### src/rtl/c3lib_cdc_hs_pkg.sv
// Shared definitions for the c3lib 4-phase req/ack CDC handshake (source, destination and bench).
package c3lib_cdc_hs_pkg;

  localparam int unsigned HS_STATE_W = 2;

  typedef enum logic [HS_STATE_W-1:0] {
    IDLE     = 2'd0,
    REQ      = 2'd1,
    ACK_DROP = 2'd2
  } hs_state_e;

endpackage

### src/rtl/c3lib_sync2_reset_ulvt_gate.sv
// Two-flop synchronizer for a single bit; both stages are cleared by the async reset.
module c3lib_sync2_reset_ulvt_gate (
  input  logic clk,
  input  logic rst_n,
  input  logic data_in,
  output logic data_out
);

  logic meta;

  always_ff @(posedge clk or negedge rst_n) begin
    if (!rst_n) begin
      meta     <= 1'b0;
      data_out <= 1'b0;
    end else begin
      meta     <= data_in;
      data_out <= meta;
    end
  end

endmodule

### src/rtl/c3lib_cdc_hs_src.sv
// Source side of a 4-phase req/ack CDC handshake: holds one word on data_out while req_out is high.
// Optional ack timeout is built in when C3LIB_CDC_HS_TIMEOUT_EN is defined.
module c3lib_cdc_hs_src
  import c3lib_cdc_hs_pkg::*;
#(
  parameter int unsigned WIDTH     = 8,
  parameter int unsigned TIMEOUT_W = 10
) (
  input  logic             clk,
  input  logic             rst_n,
  input  logic [WIDTH-1:0] data_in,
  input  logic             data_in_vld,
  output logic             data_in_rdy,
  output logic [WIDTH-1:0] data_out,
  output logic             req_out,
  input  logic             ack_in,
  output logic             xfer_done,
  output logic             err_timeout
);

  hs_state_e        state;
  logic [WIDTH-1:0] data_q;
  logic             req_q;
  logic             rdy_q;
  logic             done_q;
  logic [1:0]       warm;
  logic             ack_s;
  logic             timeout_fire;

  c3lib_sync2_reset_ulvt_gate u_ack_sync (
    .clk      (clk),
    .rst_n    (rst_n),
    .data_in  (ack_in),
    .data_out (ack_s)
  );

`ifdef C3LIB_CDC_HS_TIMEOUT_EN
  localparam logic [TIMEOUT_W-1:0] TO_LAST = {{(TIMEOUT_W-1){1'b1}}, 1'b0};

  logic [TIMEOUT_W-1:0] tcnt;
  logic                 err_q;

  // Fires on the edge where the counter would reach all-ones while still waiting on ack.
  assign timeout_fire = ((state == REQ && !ack_s) || (state == ACK_DROP && ack_s)) &&
                        (tcnt == TO_LAST);

  always_ff @(posedge clk or negedge rst_n) begin
    if (!rst_n) begin
      tcnt  <= '0;
      err_q <= 1'b0;
    end else begin
      if (state == IDLE || (state == REQ && ack_s)) tcnt <= '0;
      else if (tcnt != '1)                          tcnt <= tcnt + TIMEOUT_W'(1);
      if (timeout_fire) err_q <= 1'b1;
    end
  end

  assign err_timeout = err_q;
`else
  logic unused_cfg;
  assign unused_cfg   = ^32'(TIMEOUT_W);
  assign timeout_fire = 1'b0;
  assign err_timeout  = 1'b0;
`endif

  // Handshake FSM. rdy waits for the synchronizer to fill after reset so a stale ack is seen.
  always_ff @(posedge clk or negedge rst_n) begin
    if (!rst_n) begin
      state  <= IDLE;
      data_q <= '0;
      req_q  <= 1'b0;
      rdy_q  <= 1'b0;
      done_q <= 1'b0;
      warm   <= 2'b00;
    end else begin
      warm   <= {warm[0], 1'b1};
      done_q <= 1'b0;
      rdy_q  <= 1'b0;
      case (state)
        IDLE: begin
          if (data_in_vld && rdy_q) begin
            data_q <= data_in;
            req_q  <= 1'b1;
            state  <= REQ;
          end else begin
            rdy_q <= warm[1] && !ack_s;
          end
        end
        REQ: begin
          if (ack_s) begin
            req_q <= 1'b0;
            state <= ACK_DROP;
          end else if (timeout_fire) begin
            req_q <= 1'b0;
            state <= IDLE;
          end
        end
        ACK_DROP: begin
          if (!ack_s) begin
            state  <= IDLE;
            done_q <= 1'b1;
            rdy_q  <= 1'b1;
          end else if (timeout_fire) begin
            state <= IDLE;
          end
        end
        default: begin
          req_q <= 1'b0;
          state <= IDLE;
        end
      endcase
    end
  end

  assign data_out    = data_q;
  assign req_out     = req_q;
  assign data_in_rdy = rdy_q;
  assign xfer_done   = done_q;

endmodule

### config.mk
export PLATFORM = sky130hd
export DESIGN_NAME = c3lib_cdc_hs_src
export DESIGN_NICKNAME = d
export VERILOG_FILES = /design/src/rtl/c3lib_cdc_hs_pkg.sv /design/src/rtl/c3lib_sync2_reset_ulvt_gate.sv /design/src/rtl/c3lib_cdc_hs_src.sv
export SDC_FILE = /design/constraint.sdc
export NUM_CORES = 1
export LEC_CHECK = 0
export BUFFER_PORTS_ARGS = -buffer_cell sky130_fd_sc_hd__buf_2
export CORE_MARGIN = 10
export CORE_UTILIZATION = 45
export DETAILED_ROUTE_END_ITERATION = 10
export HOLD_SLACK_MARGIN = 0.06
export PLACE_DENSITY = 0.83
export SKIP_LAST_GASP = 1
export SYNTH_ARGS = -nofsm -noshare
export SYNTH_HDL_FRONTEND = slang
export SYNTH_SLANG_ARGS = --single-unit
### constraint.sdc
create_clock -name clk -period 1.8 [get_ports clk]
set_input_delay 0 -clock clk [delete_from_list [all_inputs] [get_ports clk]]
set_output_delay 0 -clock clk [all_outputs]
set_load 0.01 [all_outputs]
; Yosys cells after proc, flatten, opt, wreduce, memory -nomap -nowiden
; Cells that the tools add are included.
[op_classes]
n_eq_ne = 5
muxes = 11
n_bitwise = 1
n_reduce_logical = 7
[op_table]
columns = op, n
row1 = $mux 2, 3
row2 = $pmux 2 s3, 1
row3 = $reduce_and 3->1, 2
row4 = $mux 1, 5
row5 = $ne 2x2->1 const B, 2
row6 = $pmux 1 s3, 1
row7 = $eq 2x1->1 const B, 1
row8 = $eq 2x2->1 const B, 1
row9 = $logic_and 1x1->1, 2
row10 = $logic_not 2->1, 1
row11 = $ne 2x1->1 const B, 1
row12 = $pmux 1 s2, 1
row13 = $reduce_and 2->1, 1
row14 = $logic_not 1->1, 1
row15 = $not 1->1, 1
[word_totals]
regBits = 17
inputBits = 12
output_inout_bits = 12
wordCells = 32

; Logic depth before layout (Yosys ltp)
; Gate-level depths: netlist of the first run.
[logic_depth]
ltp_word = 4
mapped_depth = 3
mapped_depth_nobuf = 2

; Hierarchy
; Synthesis of the first run repeated with hierarchy kept, for this count alone.
[unflattened]
hier_cells = 41
area_unflattened_um2 = 619.3
[by_module_without_submodules]
columns = module, n_inst, cells_per_inst, area_each_um2, seq_area_each_um2
row1 = c3lib_cdc_hs_src, 1, 39, 569.3, 375.4
row2 = c3lib_sync2_reset_ulvt_gate, 1, 2, 50.0, 50.0

; Worst setup path after synthesis of the first run
; OpenSTA, ideal clock, no wires.
[synth_timing]
kind = reg2reg
start = reg state[1]
end = reg data_q[0], in the netlist data_out[0]
setup_time_ns = 0.125
t_arrival_ns = 1.186
required_time_ns = 1.675
path_slack_ns = 0.489
path_stages_with_launch = 4
path_buffers = 1
period_less_slack_ns = 1.311
cell_sequence = dfrtp_1 -> nor4bb_1 -> buf_4 -> mux2_2
[synth_between]
elab_chain_len = 2
[synth_rtl]
columns = item, line
row1 = start: declaration, c3lib_cdc_hs_src.sv:21  ; hs_state_e state;
row2 = start signal: assignment, c3lib_cdc_hs_src.sv:69  ; state <= IDLE;
row3 = start signal: assignment, c3lib_cdc_hs_src.sv:84  ; state <= REQ;
row4 = start signal: assignment, c3lib_cdc_hs_src.sv:92  ; state <= ACK_DROP;
row5 = $logic_not 2->1, c3lib_cdc_hs_src.sv:79  ; case (state)
row6 = $reduce_and 2->1 (no line), -
row7 = end signal: assignment, c3lib_cdc_hs_src.sv:82  ; data_q <= data_in;
row8 = end: declaration, c3lib_cdc_hs_src.sv:22  ; logic [WIDTH-1:0] data_q;
; No other way between the ends.
; A chain may end at the register's enable or synchronous reset.

; Worst setup path after layout of the first run
[layout_timing]
start = reg state[0]
end = reg data_q[3], in the netlist data_out[3]
; The elaborated chain is that of the path after synthesis.

==> results of run 1 <==
routing by layer:
layer | up-vias | global-route usage [%] | share of wire, %
li1 | 206 | - | -
met1 | 223 | 8.729 | 39
met2 | 12 | 16.59 | 54
met3 | 2 | 3.319 | 6.3
met4 | 0 | 4.027 | 0.96
met5 | - | 0 | 0
power groups by stage:
stage | clock network (µW) | registers (µW) | logic, µW
final | 191 | 578 | 356
after CTS | 202 | 575 | 365
after global routing | 213 | 595 | 394
after global placement | 0 | 575 | 336
after floorplan | 0 | 628 | 130
after detailed placement | 0 | 580 | 347
stage by stage:
stage                     hold WS, ns  power, µW  utilization [%]  instances  instance area [µm²]
after floorplan               -0.2956      758.5                -         41                619.3
after global placement       -0.07111      910.3            57.40         77                747.0
after detailed placement     -0.06170      926.2            57.40         77                747.0
after CTS                      0.1775       1142            67.88         92                883.3
after global routing           0.1982       1202            67.88         92                883.3
final                          0.1715       1124            67.88         92                883.3
worst min-delay path by stage:
stage          cells after the start           to  slack (ns)
2_1_floorplan                      0  data_in_rdy       -0.30
3_3_place_gp                       1  data_out[6]       -0.07
3_5_place_dp                       1  data_out[6]       -0.06
4_1_cts                            2  data_out[7]        0.18
5_1_grt                            2  data_out[6]        0.20
6_report                           2  data_out[6]        0.17
kinds of logic (layout without fill, tap and decap cells):
family | Yosys count | in the layout | synth area share [%]
AOI/OAI and AO/OA | 5 | 5 | 5.252
xor gates and xnor gates | 1 | 1 | 1.414
buffers and inverters | 2 | 38 | 2.424
DFF | 17 | 17 | 68.69
muxes | 8 | 8 | 14.55
other | 2 | 2 | 1.213
and+or+nand+nor | 6 | 6 | 6.465
Yosys cell counts (all sizes together):
cell     n
a21boi   1
a21o     1
a21oi    1
and2     2
buf      2
conb     2
dfrtp   17
mux2     8
nand2b   1
nand3b   1
nor2     1
nor4bb   1
o21a     1
o21ai    1
xor2     1
sequential cells by signal, summed over array words and instances (netlist names):
| register | count |
|---|---|
| req_out | 1 |
| u_ack_sync.data_out | 1 |
| data_in_rdy | 1 |
| xfer_done | 1 |
| u_ack_sync.meta | 1 |
| state | 2 |
| warm | 2 |
| data_out | 8 |
final cells by class:
| class | count | area [µm²] |
|---|---|---|
| Timing Repair Buffer | 34 | 227.7 |
| Multi-Input combinational cell | 22 | 185.2 |
| Clock buffer | 4 | 26.28 |
| Sequential cell | 17 | 425.4 |
| Fill cell | 109 | 417.9 |
| Tap cell | 15 | 18.77 |
placed cells by master (no fill, tap or decap), drive strengths merged:
cell type / instances
dlygate4sd3: 11
mux2: 8
and2: 2
xor2: 1
conb: 2
a21boi: 1
a21o: 1
o21a: 1
nor4bb: 1
nand2b: 1
a21oi: 1
dfrtp: 17
nor2: 1
buf: 23
clkbuf: 4
o21ai: 1
nand3b: 1
==> metrics.yaml, run 1 <==
floorplanning:
  start_util_pct: 47.60
  die-area_um2: 3260
  coreArea_um2: 1301
  dieHeight_um: 57.10
  ios: 24
  fp-row-count: 13
  die_width_um: 57.10
cts:
  cts_tree: "done"
  clk_pin_slew_ns: 0.09
  cts.root.buffer_cell: "clkbuf_4"
  htree_num_levels: 1
  post_cts_resized: 0
  hold_buffers: 11
  cts_sinks: 17
  clk_latency_ns: 0.28
  postCtsSetupBuffers: 0
  cts-buffers-inserted: 3
  clock_path_buffers: 2
cells_and_area:
  drive_gt1_share_pct: 45.45
  nNetsFinal: 90
  synthToLayoutAreaGrowth_pct: 42.63
  num_antenna_cells: 0
synthesis:
  synth_area_um2: 619.3
  yosysTopAreaCell: "dfrtp_1"
  synthDistinctLibCells: 15
  synth_top_cell_area_share_pct: 68.69
  seq_area_frac_synth_pct: 68.69
  yosysWarningCount: 0
  syn_inst: 41
  synth.avg_cell_area_um2: 15.11
  ys_seq_elements: 17
  syn-num-nets: 53
  yosys-top-cells-area: "dfrtp_1 (69%), mux2_2 (15%), buf_4 (2.4%)"
setup_path:
  cpPeakStageDelay_ns: 0.46
  timing.rr.start: "state[0]"
  startpoint: "state[0]"
  rr_worst_depth: 3
  path_max_fanout: 9
  crit_family: "flip-flops"
  critPathKind: "register to register"
  endpoint_kind: "register"
  rrSetupSlack_ns: 0.39
  endpoint: "data_out[3]"
  cpMaxStageDelayCell: "dfrtp_1"
  crit_chain: "nor4bb_2, buf_4, mux2_2"
  required_ns: 1.97
  worst-path-stages: 3
  worst-path-buf-inv: 1
  arrival_ns: 1.58
  worstSetupStartpointType: "register"
  r2r_end: "data_out[3]"
global_routing:
  antenna_found_initial: 0
  overflow: 0
  grt_pass1_vias: 517
  grt_max_degree: 18
  grt_usage_pct: 9.030
  grt_pass1_wl_mm: 2.366
route:
  initialDrtViolationCount: 2
  dr.pass1.iters: 2
  num_vias: 443
  ant_nets: 0
  wl_mm: 1.355
  drt-vias-per-instance: 4.815
  post-route-drc-count: 0
  post_drt_wl_per_cell_um: 14.73
status:
  status: "complete, no violations"
sta:
  drv_slew: 0
  rsz0062_at_grt: "false"
  setup-violations-final: 0
  fin_setup_tns_ns: 0
  final.period_utilization_pct: 78.44
  fmax_ghz: 0.7082
  fin_worst_skew_ns: 0.002951
  finalWorstSetupSlack_ns: 0.3880
  hold_violations: 0
  period_minus_slack_ns: 1.412
power_and_ir_drop:
  seq_power_share_pct: 51.4
  power_leakage_uw: 0.0004369
  swShare_pct: 30.07
  power_switching_uw: 338.2
  p_clk_share_pct: 17.0
  peakVddDrop_mv: 0.7133
  p_int_uw: 786.3
  power_density_nw_per_um2: 1273
  power_frac_comb_pct: 31.6
job:
  drv_cap: 0
placed_design:
  pre_cts_slack_ns: 0.3903
  io_buffers: 22
  gp_congestion: 0.6078
hold_path:
  hold_path.class: "input pin to asynchronous set/reset pin"
Power figures use the tool's default switching activity.
==> inputs of run 2 (changes only) <==
CORE_UTILIZATION = 40   (was 45)
PLACE_DENSITY = 0.78   (was 0.83)
clock period = 1.2 ns   (was 1.8 ns; I/O delays follow)
==> run 2 against run 1 <==
The flow now finishes with violations (setup timing). Sequential cell count unchanged. Global-route usage decreased by 0.53 points. Routed wire length increased by 7.1%. Total power increased by 64%. Critical path depth unchanged. Via count increased by 0.90%. Count of clock-buffer cells in the layout unchanged. First-iteration DRC count increased to 4.5 times the previous value. Maximum frequency increased by 2.6%.
==> metrics.yaml, run 2 (synthesized netlist as in run 1, its figures left out) <==
power_and_ir_drop:
  power_leakage_uw: 0.0004976
  power.total_uw: 1849
  peakVddDrop_mv: 1.313
  power_density_nw_per_um2: 1895
global_routing:
  grt_usage_pct: 8.500
  antenna_found_initial: 0
  use_met2_pct: 13.08
  grt_max_degree: 18
  overflow: 0
  top_usage_layer: "met2"
  grt_pass1_vias: 477
  use_met3_pct: 3.863
  use_met1_pct: 10.14
  grt_pass1_wl_mm: 2.304
setup_path:
  arrival_ns: 1.54
  startpoint: "state[1]"
  worstSetupStartpointType: "register"
  crit_chain: "nor4bb_4, buf_4, mux2_4"
  required_ns: 1.37
  timing.rr.start: "state[1]"
  cpPeakStageDelay_ns: 0.42
  critPathKind: "register to register"
  cpMaxStageDelayCell: "dfrtp_1"
  path_max_fanout: 4
  endpoint_kind: "register"
sta:
  fmax_ghz: 0.7269
  finalWorstSetupSlack_ns: -0.1757
  drv_slew: 0
  setup-violations-final: 9
  final.period_utilization_pct: 114.6
  rsz0062_at_grt: "true"
  fin_worst_skew_ns: 0.004404
  fin_setup_tns_ns: -1.389
  hold_violations: 0
  period_minus_slack_ns: 1.376
cts:
  cts-buffers-inserted: 3
  cts_tree: "done"
  cts.root.buffer_cell: "clkbuf_4"
  cts_sinks: 17
  clock_path_buffers: 2
  clk_latency_ns: 0.27
  htree_num_levels: 1
  clk_pin_slew_ns: 0.09
route:
  dr.pass1.iters: 3
  num_vias: 447
  initialDrtViolationCount: 9
  wl_mm: 1.451
  post_drt_wl_per_cell_um: 14.66
  post-route-drc-count: 0
  ant_nets: 0
  drt-vias-per-instance: 4.515
floorplanning:
  die_width_um: 59.35
  start_util_pct: 41.60
  ios: 24
  die-area_um2: 3522
  dieHeight_um: 59.35
  fp-row-count: 14
  coreArea_um2: 1489
placed_design:
  pre_cts_slack_ns: -0.1777
  io_buffers: 22
  gp_congestion: 0.5965
  place_area_um2: 770.7
status:
  status: "finished, violations left"
  violations: "setup timing"
cells_and_area:
  drive_gt1_share_pct: 49.40
  multi_input_area_um2: 224.0
  fin_area_um2: 975.9
  regArea_um2: 425.4
  nNetsFinal: 96
  final_cell_mix: "buf_2 (22), dfrtp_1 (17), dlygate4sd3_1 (11)"
  layout_commonest_cell: "buf_2"
  regMostFlops: "data_out"
  largestRegisters: "data_out (8), state (2), warm (2)"
  largest_reg_flops: 8
  synthToLayoutAreaGrowth_pct: 57.58
  n_fill_cell: 115
  num_antenna_cells: 0
job:
  drv_cap: 0
hold_path:
  hp-start: "data_in_vld"
  hold_path.class: "input pin to register"
## run 2: changes by cell type in the layout (fill, tap and decap cells not counted), sizes merged
cell,before,now
buf,23,29
## run 2: cell type report
type | instances | share of cell area (%)
repair buffers | 40 | 28.72
clock buffers | 4 | 2.692
well taps | 16 | 2.051
multi-input cells | 22 | 22.95
flip-flops and latches | 17 | 43.59
## run 2: metal layers
| layer | vias up | wire length [µm] |
|---|---|---|
| met5 | - | 0 |
| met2 | 12 | 708 |
| li1 | 220 | - |
| met3 | 2 | 98 |
| met1 | 213 | 631 |
| met4 | 0 | 13 |
## run 2: worst max-delay path: cells and delay by family, from the launching register on
kind	cells	cell delay, ns
muxes	1	0.30
buffers and inverters	1	0.21
DFF	1	0.42
and+or+nand+nor	1	0.34
## run 2: timing repair
action | CTS | global route
pin swaps | 1 | 0
resized for setup | 12 | 1
hold buffers | 11 | 0
gates cloned | 1 | 0
setup endpoints to repair | 8 | 9
buffers inserted | 1 | 1
hold endpoints to repair | 27 | 0
## run 2: through the flow
stage / hold WS, ns / cells / utilization [%]
after floorplan: -0.2956 / 41 / -
after global placement: -0.06931 / 81 / 51.76
after CTS: 0.07598 / 98 / 64.79
after global routing: 0.09294 / 99 / 65.55
after detailed placement: -0.06236 / 81 / 51.76
final: 0.09101 / 99 / 65.55
## run 2: worst paths after layout
| path | to | slack, ns | depth (start not counted) |
|---|---|---|---|
| hold reg to reg | u_ack_sync.data_out | 0.35 | 0 |
| setup / recovery | data_out[3] | -0.18 | 3 |
| hold / removal | data_in_rdy | 0.09 | 3 |
| max in group asynchronous | state[0] | 0.74 | 2 |
| setup reg to reg | data_out[3] | -0.18 | 3 |
| min in group asynchronous | data_out[4] | 0.19 | 2 |
## run 2: where the power goes
part           internal (µW)  switching [µW]  total [µW]
Combinational            420             286         706
Sequential               755             101         856
Clock                    129             159         288
Total                   1300             546        1850
